==> src/rtl/ctrl_pkg.sv <==
// Shared encodings for the multi-cycle RV32I control FSM: states, opcode classes,
// RV32I major opcodes and datapath mux selects.
package ctrl_pkg;

  localparam int unsigned OPC_W = 7;

  typedef enum logic [2:0] {
    ST_FETCH,
    ST_DECODE,
    ST_EXECUTE,
    ST_MEMORY,
    ST_WRITEBACK,
    ST_TRAP
  } state_e;

  typedef enum logic [3:0] {
    CLS_OP,
    CLS_OP_IMM,
    CLS_LOAD,
    CLS_STORE,
    CLS_BRANCH,
    CLS_JAL,
    CLS_JALR,
    CLS_LUI,
    CLS_AUIPC,
    CLS_ILLEGAL
  } op_class_e;

  localparam logic [OPC_W-1:0] OPC_OP     = 7'b0110011;
  localparam logic [OPC_W-1:0] OPC_OP_IMM = 7'b0010011;
  localparam logic [OPC_W-1:0] OPC_LOAD   = 7'b0000011;
  localparam logic [OPC_W-1:0] OPC_STORE  = 7'b0100011;
  localparam logic [OPC_W-1:0] OPC_BRANCH = 7'b1100011;
  localparam logic [OPC_W-1:0] OPC_JAL    = 7'b1101111;
  localparam logic [OPC_W-1:0] OPC_JALR   = 7'b1100111;
  localparam logic [OPC_W-1:0] OPC_LUI    = 7'b0110111;
  localparam logic [OPC_W-1:0] OPC_AUIPC  = 7'b0010111;

  localparam logic [1:0] PC_PLUS4 = 2'd0;
  localparam logic [1:0] PC_ALU   = 2'd1;
  localparam logic [1:0] PC_JALR  = 2'd2;

  localparam logic [1:0] WB_ALU  = 2'd0;
  localparam logic [1:0] WB_MEM  = 2'd1;
  localparam logic [1:0] WB_LINK = 2'd2;
  localparam logic [1:0] WB_IMM  = 2'd3;

  localparam logic       ALU_A_RS1 = 1'b0;
  localparam logic       ALU_A_PC  = 1'b1;

  localparam logic [1:0] ALU_B_RS2  = 2'd0;
  localparam logic [1:0] ALU_B_IMM  = 2'd1;
  localparam logic [1:0] ALU_B_FOUR = 2'd2;

  localparam logic [1:0] ALU_OP_ADD   = 2'd0;
  localparam logic [1:0] ALU_OP_FUNCT = 2'd1;
  localparam logic [1:0] ALU_OP_CMP   = 2'd2;

endpackage

==> src/rtl/op_decode.sv <==
// Maps an RV32I major opcode to the instruction class the control FSM sequences on.
module op_decode
  import ctrl_pkg::*;
(
  input  logic [OPC_W-1:0] opcode,
  output op_class_e        op_class
);

  always_comb begin
    op_class = CLS_ILLEGAL;
    case (opcode)
      OPC_OP:     op_class = CLS_OP;
      OPC_OP_IMM: op_class = CLS_OP_IMM;
      OPC_LOAD:   op_class = CLS_LOAD;
      OPC_STORE:  op_class = CLS_STORE;
      OPC_BRANCH: op_class = CLS_BRANCH;
      OPC_JAL:    op_class = CLS_JAL;
      OPC_JALR:   op_class = CLS_JALR;
      OPC_LUI:    op_class = CLS_LUI;
      OPC_AUIPC:  op_class = CLS_AUIPC;
      default:    op_class = CLS_ILLEGAL;
    endcase
  end

endmodule

==> src/rtl/control_fsm.sv <==
// Multi-cycle RV32I control unit: sequences fetch/decode/execute/memory/writeback
// and drives the datapath enables and mux selects from state plus decoded opcode.
module control_fsm
  import ctrl_pkg::*;
#(
  parameter bit TRAP_ON_ILLEGAL = 1'b1
) (
  input  logic        clk,
  input  logic        rst_n,
  input  logic [31:0] instr,
  input  logic        branch_taken,
  input  logic        mem_ready,
  output logic        mem_req,
  output logic        mem_we,
  output logic        mem_sel_instr,
  output logic        ir_enable,
  output logic        pc_write,
  output logic [1:0]  pc_src,
  output logic        rf_we,
  output logic [1:0]  wb_sel,
  output logic        alu_src_a,
  output logic [1:0]  alu_src_b,
  output logic [1:0]  alu_op,
  output logic        instr_retired,
  output logic        illegal
);

  state_e    state;
  state_e    state_next;
  op_class_e op_class;
  logic      active;
  logic      unused_instr_bits;

  op_decode u_op_decode (
    .opcode   (instr[OPC_W-1:0]),
    .op_class (op_class)
  );

  assign unused_instr_bits = ^instr[31:OPC_W];

  // active keeps the first cycle after reset release quiet before fetching
  always_ff @(posedge clk) begin
    if (!rst_n) begin
      state  <= ST_FETCH;
      active <= 1'b0;
    end else begin
      state  <= state_next;
      active <= 1'b1;
    end
  end

  always_comb begin
    state_next    = state;
    mem_req       = 1'b0;
    mem_we        = 1'b0;
    mem_sel_instr = 1'b0;
    ir_enable     = 1'b0;
    pc_write      = 1'b0;
    pc_src        = PC_PLUS4;
    rf_we         = 1'b0;
    wb_sel        = WB_ALU;
    alu_src_a     = ALU_A_RS1;
    alu_src_b     = ALU_B_RS2;
    alu_op        = ALU_OP_ADD;
    instr_retired = 1'b0;
    illegal       = 1'b0;

    case (state)
      ST_FETCH: begin
        mem_req       = 1'b1;
        mem_sel_instr = 1'b1;
        if (mem_ready) begin
          ir_enable  = 1'b1;
          pc_write   = 1'b1;
          state_next = ST_DECODE;
        end
      end
      ST_DECODE: begin
        if (op_class == CLS_ILLEGAL) begin
          if (TRAP_ON_ILLEGAL) begin
            state_next = ST_TRAP;
          end else begin
            instr_retired = 1'b1;
            state_next    = ST_FETCH;
          end
        end else begin
          state_next = ST_EXECUTE;
        end
      end
      ST_EXECUTE: begin
        state_next = ST_WRITEBACK;
        case (op_class)
          CLS_OP: alu_op = ALU_OP_FUNCT;
          CLS_OP_IMM: begin
            alu_src_b = ALU_B_IMM;
            alu_op    = ALU_OP_FUNCT;
          end
          CLS_LOAD, CLS_STORE: begin
            alu_src_b  = ALU_B_IMM;
            state_next = ST_MEMORY;
          end
          CLS_AUIPC: begin
            alu_src_a = ALU_A_PC;
            alu_src_b = ALU_B_IMM;
          end
          CLS_BRANCH: begin
            alu_op        = ALU_OP_CMP;
            instr_retired = 1'b1;
            state_next    = ST_FETCH;
            if (branch_taken) begin
              pc_write = 1'b1;
              pc_src   = PC_ALU;
            end
          end
          CLS_JAL: begin
            alu_src_a = ALU_A_PC;
            alu_src_b = ALU_B_IMM;
            pc_write  = 1'b1;
            pc_src    = PC_ALU;
          end
          CLS_JALR: begin
            alu_src_b = ALU_B_IMM;
            pc_write  = 1'b1;
            pc_src    = PC_JALR;
          end
          default: state_next = ST_WRITEBACK;
        endcase
      end
      ST_MEMORY: begin
        mem_req = 1'b1;
        mem_we  = (op_class == CLS_STORE);
        if (mem_ready) begin
          if (op_class == CLS_STORE) begin
            instr_retired = 1'b1;
            state_next    = ST_FETCH;
          end else begin
            state_next = ST_WRITEBACK;
          end
        end
      end
      ST_WRITEBACK: begin
        rf_we         = 1'b1;
        instr_retired = 1'b1;
        state_next    = ST_FETCH;
        case (op_class)
          CLS_LOAD:          wb_sel = WB_MEM;
          CLS_JAL, CLS_JALR: wb_sel = WB_LINK;
          CLS_LUI:           wb_sel = WB_IMM;
          default:           wb_sel = WB_ALU;
        endcase
      end
      ST_TRAP: illegal = 1'b1;
      default: state_next = ST_FETCH;
    endcase

    // Outputs are silent while reset is held and for the release cycle
    if (!(rst_n && active)) begin
      state_next    = ST_FETCH;
      mem_req       = 1'b0;
      mem_we        = 1'b0;
      mem_sel_instr = 1'b0;
      ir_enable     = 1'b0;
      pc_write      = 1'b0;
      pc_src        = PC_PLUS4;
      rf_we         = 1'b0;
      wb_sel        = WB_ALU;
      alu_src_a     = ALU_A_RS1;
      alu_src_b     = ALU_B_RS2;
      alu_op        = ALU_OP_ADD;
      instr_retired = 1'b0;
      illegal       = 1'b0;
    end
  end

endmodule

==> config.mk <==
export PLATFORM = sky130hd
export DESIGN_NAME = control_fsm
export DESIGN_NICKNAME = d
export VERILOG_FILES = /design/src/rtl/ctrl_pkg.sv /design/src/rtl/op_decode.sv /design/src/rtl/control_fsm.sv
export SDC_FILE = /design/constraint.sdc
export NUM_CORES = 1
export LEC_CHECK = 0
export ABC_AREA = 0
export CAP_MARGIN = 20
export CORE_AREA = 2 2 56 47
export DETAILED_ROUTE_END_ITERATION = 6
export DIE_AREA = 0 0 58 49
export GPL_TIMING_DRIVEN = 1
export PLACE_DENSITY = 0.76
export SLEW_MARGIN = 30
export SYNTH_ARGS = -nofsm -noshare
export SYNTH_HDL_FRONTEND = slang
export SYNTH_SLANG_ARGS = --single-unit
==> constraint.sdc <==
create_clock -name clk -period 1.5 [get_ports clk]
set_input_delay 0.225 -clock clk [delete_from_list [all_inputs] [get_ports clk]]
set_output_delay 0.225 -clock clk [all_outputs]
set_load 0.02 [all_outputs]
* Word-level counts from Yosys, hierarchy flattened *
Cells that the tools add are included.

cells by class
  equal/unequal tests = 25
  multiplexer cells = 46
  bitwise gates (word level) = 1
  reductions and logical operators = 11

operator list
  kind                  count
  $pmux W4 S9           1
  $mux W1               26
  $eq A7 B6 Y1 const B  3
  $eq A7 B7 Y1 const B  3
  $eq A4 B3 Y1 const B  4
  $pmux W3 S5           1
  $eq A7 B5 Y1 const B  2
  $mux W2               7
  $mux W3               4
  $pmux W2 S3           2
  $reduce_or A2 Y1      5
  $eq A4 B2 Y1 const B  2
  $eq A4 B4 Y1 const B  2
  $eq A7 B2 Y1 const B  1
  $eq A3 B2 Y1 const B  2
  $eq A3 B3 Y1 const B  2
  $pmux W3 S2           1
  $reduce_or A6 Y1      1
  $eq A4 B1 Y1 const B  1
  $logic_not A4 Y1      1
  $ne A2 B2 Y1 const B  2
  $pmux W1 S2           2
  $pmux W2 S2           1
  $eq A3 B1 Y1 const B  1
  other kinds (6)       6

word-level totals
  register bits = 4
  input port bits = 36
  output and inout bits = 17
  word-level logic and storage cells = 85

* Longest topological paths before layout *
  depth after elaboration = 7
  depth in mapped cells = 6
  mapped depth without buffers = 4

* Cells and area by module *
A second synthesis with hierarchy kept.

unflattened totals
  cells, all modules = 88
  area total of the unflattened synthesis = 680.7 um^2

by module, submodules not included
  module       times used  cells each  area an instance (um^2)  sequential area each (um^2)
  control_fsm  1           68          544.3                    80.1
  op_decode    1           20          136.4                    0.0

* Least setup slack after synthesis *
Ideal clock, no wire load.

  kind = register to output
  start point = register state[1]
  end point = output port pc_write
  data arrival time = 1647 ps
  data required time = 1275 ps
  path slack = -372 ps
  cell stages (with the launch flop) = 4
  path buffers = 1
  cell sequence = dfxtp_1 > buf_2 > nor4_1 > a311o_1

on the way
  word-level cells in the longest chain between the ends = 3
  elaborated cells on any way between the ends = 4
  classes of those cells = eq/ne (1); mux (2); reduce/logical (1)

ends and longest elaborated chain
  item                                                     RTL line            RTL
  start, declared                                          control_fsm.sv:28   state_e state;
  start signal, assigned                                   control_fsm.sv:47   state <= state_next;
  $eq A3 B2 Y1 / $logic_not A3 Y1 (equally long branches)  control_fsm.sv:68   case (state)
  $pmux W1 S2 *                                            control_fsm.sv:68
  $mux W1 *                                                control_fsm.sv:157  if (!(rst_n && active)) begin
  end, declared                                            control_fsm.sv:17   output logic pc_write,

Mark *: on every way between the ends. The rest lies on a longest branch, timed or not.

* Final worst setup path *
  start point = input port instr[5]
  end point = output port pc_write

on the way
  word-level cells in the longest chain between the ends = 7
  elaborated cells on any way between the ends = 17
  classes of those cells = eq/ne (12); mux (4); reduce/logical (1)

ends and longest elaborated chain
  item                                        RTL line            RTL
  start, declared                             control_fsm.sv:10   input logic [31:0] instr,
  $eq A7 B5 Y1, or another cell as far along  op_decode.sv:11     case (opcode)
  $pmux W4 S9 *                               op_decode.sv:11
  $eq A4 B3 Y1                                control_fsm.sv:92   case (op_class)
  $reduce_or A2 Y1 (no source line)           n/a
  $pmux W1 S2 *                               control_fsm.sv:92
  $pmux W1 S2 *                               control_fsm.sv:68
  $mux W1 *                                   control_fsm.sv:157

Marked as above.

==> flow_summary.ini <==
[placed_design]
dp_hpwl_mm = 2.28
dp_cells = 189
port_buffers = 26
gp_congestion = 0.954

[clock_tree]
clkLatencyLatePin_ns = 0.24
clockBufferDepth = 2
cts.sinks = 4
cts_max_level = 1
clkTransAtPathRegs_ns = 0.03
cts_root_buf = clkbuf_4
cts_tree = built
hold_buffers = 0
numCtsBuffers = 3

[logic_synthesis]
async_flop_share_pct = 0
synth_edf_count = 0
synth_seq_area_share_pct = 10.8
postSynthAreaPerCell_sq_um = 7.31
syn-instance-count = 101
synth_warnings = 0
synthFlopType = dfxtp_1
ys_types = 53
synth.cell_area_sq_um = 738
syn-num-nets = 137
synth-seq-cells = 4

[global_routing]
met3_usage_pct = 5.84
grt_start_max_net_pins = 11
grtUsageMet2_pct = 41.9
grt_use_total_pct = 24.6
top_usage_layer = met2
grt_pass1_wl_mm = 5.42
gr-usage-met1_pct = 31.4
antenna_found_initial = 0
grt_pass1_vias = 1159
grt.overflow.total = 0

[routing]
drc = 0
dr.pass1.iters = 4
wl_per_cell_um = 16.8
drt_iter0_drc = 56
viasPerCell = 5.51
vias = 1118
ant_nets = 0
routed_wl_mm = 3.41

[setup_path]
critical_path_class = in2out
path_max_fanout = 2
r2r_setup_slack_ns = 0.08
rr_worst_depth = 5
crit_path_end_kind = primary output
worstPathArrival_ns = 1.54
startpoint_type = input pin
cp_num_cells = 6
critPathBufInv = 2
crit_chain = dlygate4sd2_1, nand3_2, or4_4, nor2_4, a311o_1, buf_6
endpoint = pc_write
critPathLaunch = instr[5]
r2r_start = state[0]
crit_slowest_cell = or4_4
cp_top_family = simple AND/OR/NAND/NOR gates
slowest_delay_ns = 0.56
r2r-end = state[0]
worst-endpoint-required_ns = 1.27

[hold_path]
hp-class = in2reg

[timing]
worst_slack_ns = -0.261
grt_setup_unrepaired = true
setup_viol = 15
fin_crit_sh_pct = 117
drv_slew = 0
fin_setup_tns_ns = -2.26
fin_crit_ns = 1.76
hold_viol_final = 0
max_freq_mhz = 568
skew_ns = 0.00754

[run_status]
status = complete, but fails checks
violations = setup timing

[final_layout]
layout_commonest_cell = buf_4
antenna_cells = 0
final_cell_mix = 51 x buf_4, 21 x buf_6, 5 x nor2_1, 5 x dlygate4sd2_1
instances_no_fill = 203
multi_input_area_sq_um = 802
nets = 214
area_delta_synth_final_pct = 125
seqCellArea_sq_um = 87.6
drive_gt1_share_pct = 69.3
final_util_pct = 71.6
final.fill_count = 173

[die]
die_area_sq_mm = 0.00284
die_height_um = 49
rows = 16
initial_core_util_pct = 31.8
die-width_um = 58
design.core.area_sq_mm = 0.00232
ios = 53

[flow_run]
maxCapViolations = 0

[pwr]
p_leak_nw = 0.707
power_density_mw_per_mm2 = 334
power.total_mw = 0.556
vdd_drop_max_mv = 0.371
synth_stat cells (2+ instances only):
cell | number | area, sq um
a31oi_1 | 2 | 12.5
nor4_1 | 5 | 31.3
a21oi_1 | 2 | 10.0
nor2_1 | 9 | 33.8
buf_2 | 4 | 20.0
nand2b_1 | 3 | 18.8
buf_6 | 2 | 22.5
o21ai_0 | 3 | 15.0
xor2_1 | 2 | 17.5
and3_1 | 3 | 18.8
buf_4 | 3 | 22.5
nand2_1 | 5 | 18.8
nor3_1 | 4 | 20.0
nor3b_1 | 2 | 15.0
nand4_1 | 3 | 18.8
dfxtp_1 | 4 | 80.1
nand3_1 | 4 | 20.0
nor2b_1 | 4 | 25.0
inv_1 | 3 | 11.3
per-layer routing:
| layer | vias to the layer above | wire, um |
|---|---|---|
| li1 | 536 | - |
| met1 | 528 | 1530 |
| met2 | 46 | 1660 |
| met3 | 8 | 169 |
| met4 | 0 | 48 |
| met5 | - | 0 |
state kept, by name, summed over array words and instances, names as in the netlist:
signal and cells:
state 3, active 1
how the worst min path moves through the flow:
stage | start | endpoint | cells past startpoint
3_5_place_dp | state[2] | state[1] | 2
3_3_place_gp | state[2] | state[1] | 2
2_1_floorplan | rst_n | active | 0
6_report | rst_n | active | 2
4_1_cts | rst_n | active | 2
5_1_grt | rst_n | active | 2
power by group:
group          internal (mW)  switching (mW)
registers              0.109         0.00249
clock network         0.0899          0.0494
logic                  0.154           0.151
total                  0.353           0.202
through the flow:
stage	worst slack (ns)	hold slack (ns)	cell area, sq um
global placement	-0.952	0.595	1360
floorplan	-0.191	0.253	797
finish	-0.261	0.374	1660
detailed placement	-0.955	0.610	1360
CTS	-0.340	0.374	1630
global route	-0.327	0.367	1660
logic make-up after synthesis:
group / after synthesis / synth area share (%)
AND/OR/NAND/NOR: 55 / 45.8
AO/OA/AOI/OAI: 24 / 28.0
buffers and inverters: 14 / 11.4
flip-flops: 4 / 10.8
XOR/XNOR: 3 / 3.56
other: 1 / 0.508
what timing repair did:
action                     in CTS  in global routing
pin swaps                      13                 20
gates resized for setup       158                 18
buffers inserted               10                  3
setup endpoints to repair      19                 19
cell type report:
| class | instances | area share, % |
|---|---|---|
| clock buffer | 3 | 1.36 |
| inverter | 4 | 1.36 |
| multi-input combinational | 83 | 48.3 |
| sequential | 4 | 5.27 |
| tap | 27 | 2.03 |
| timing repair buffer | 82 | 41.7 |
(Power assumes the default switching activity.)
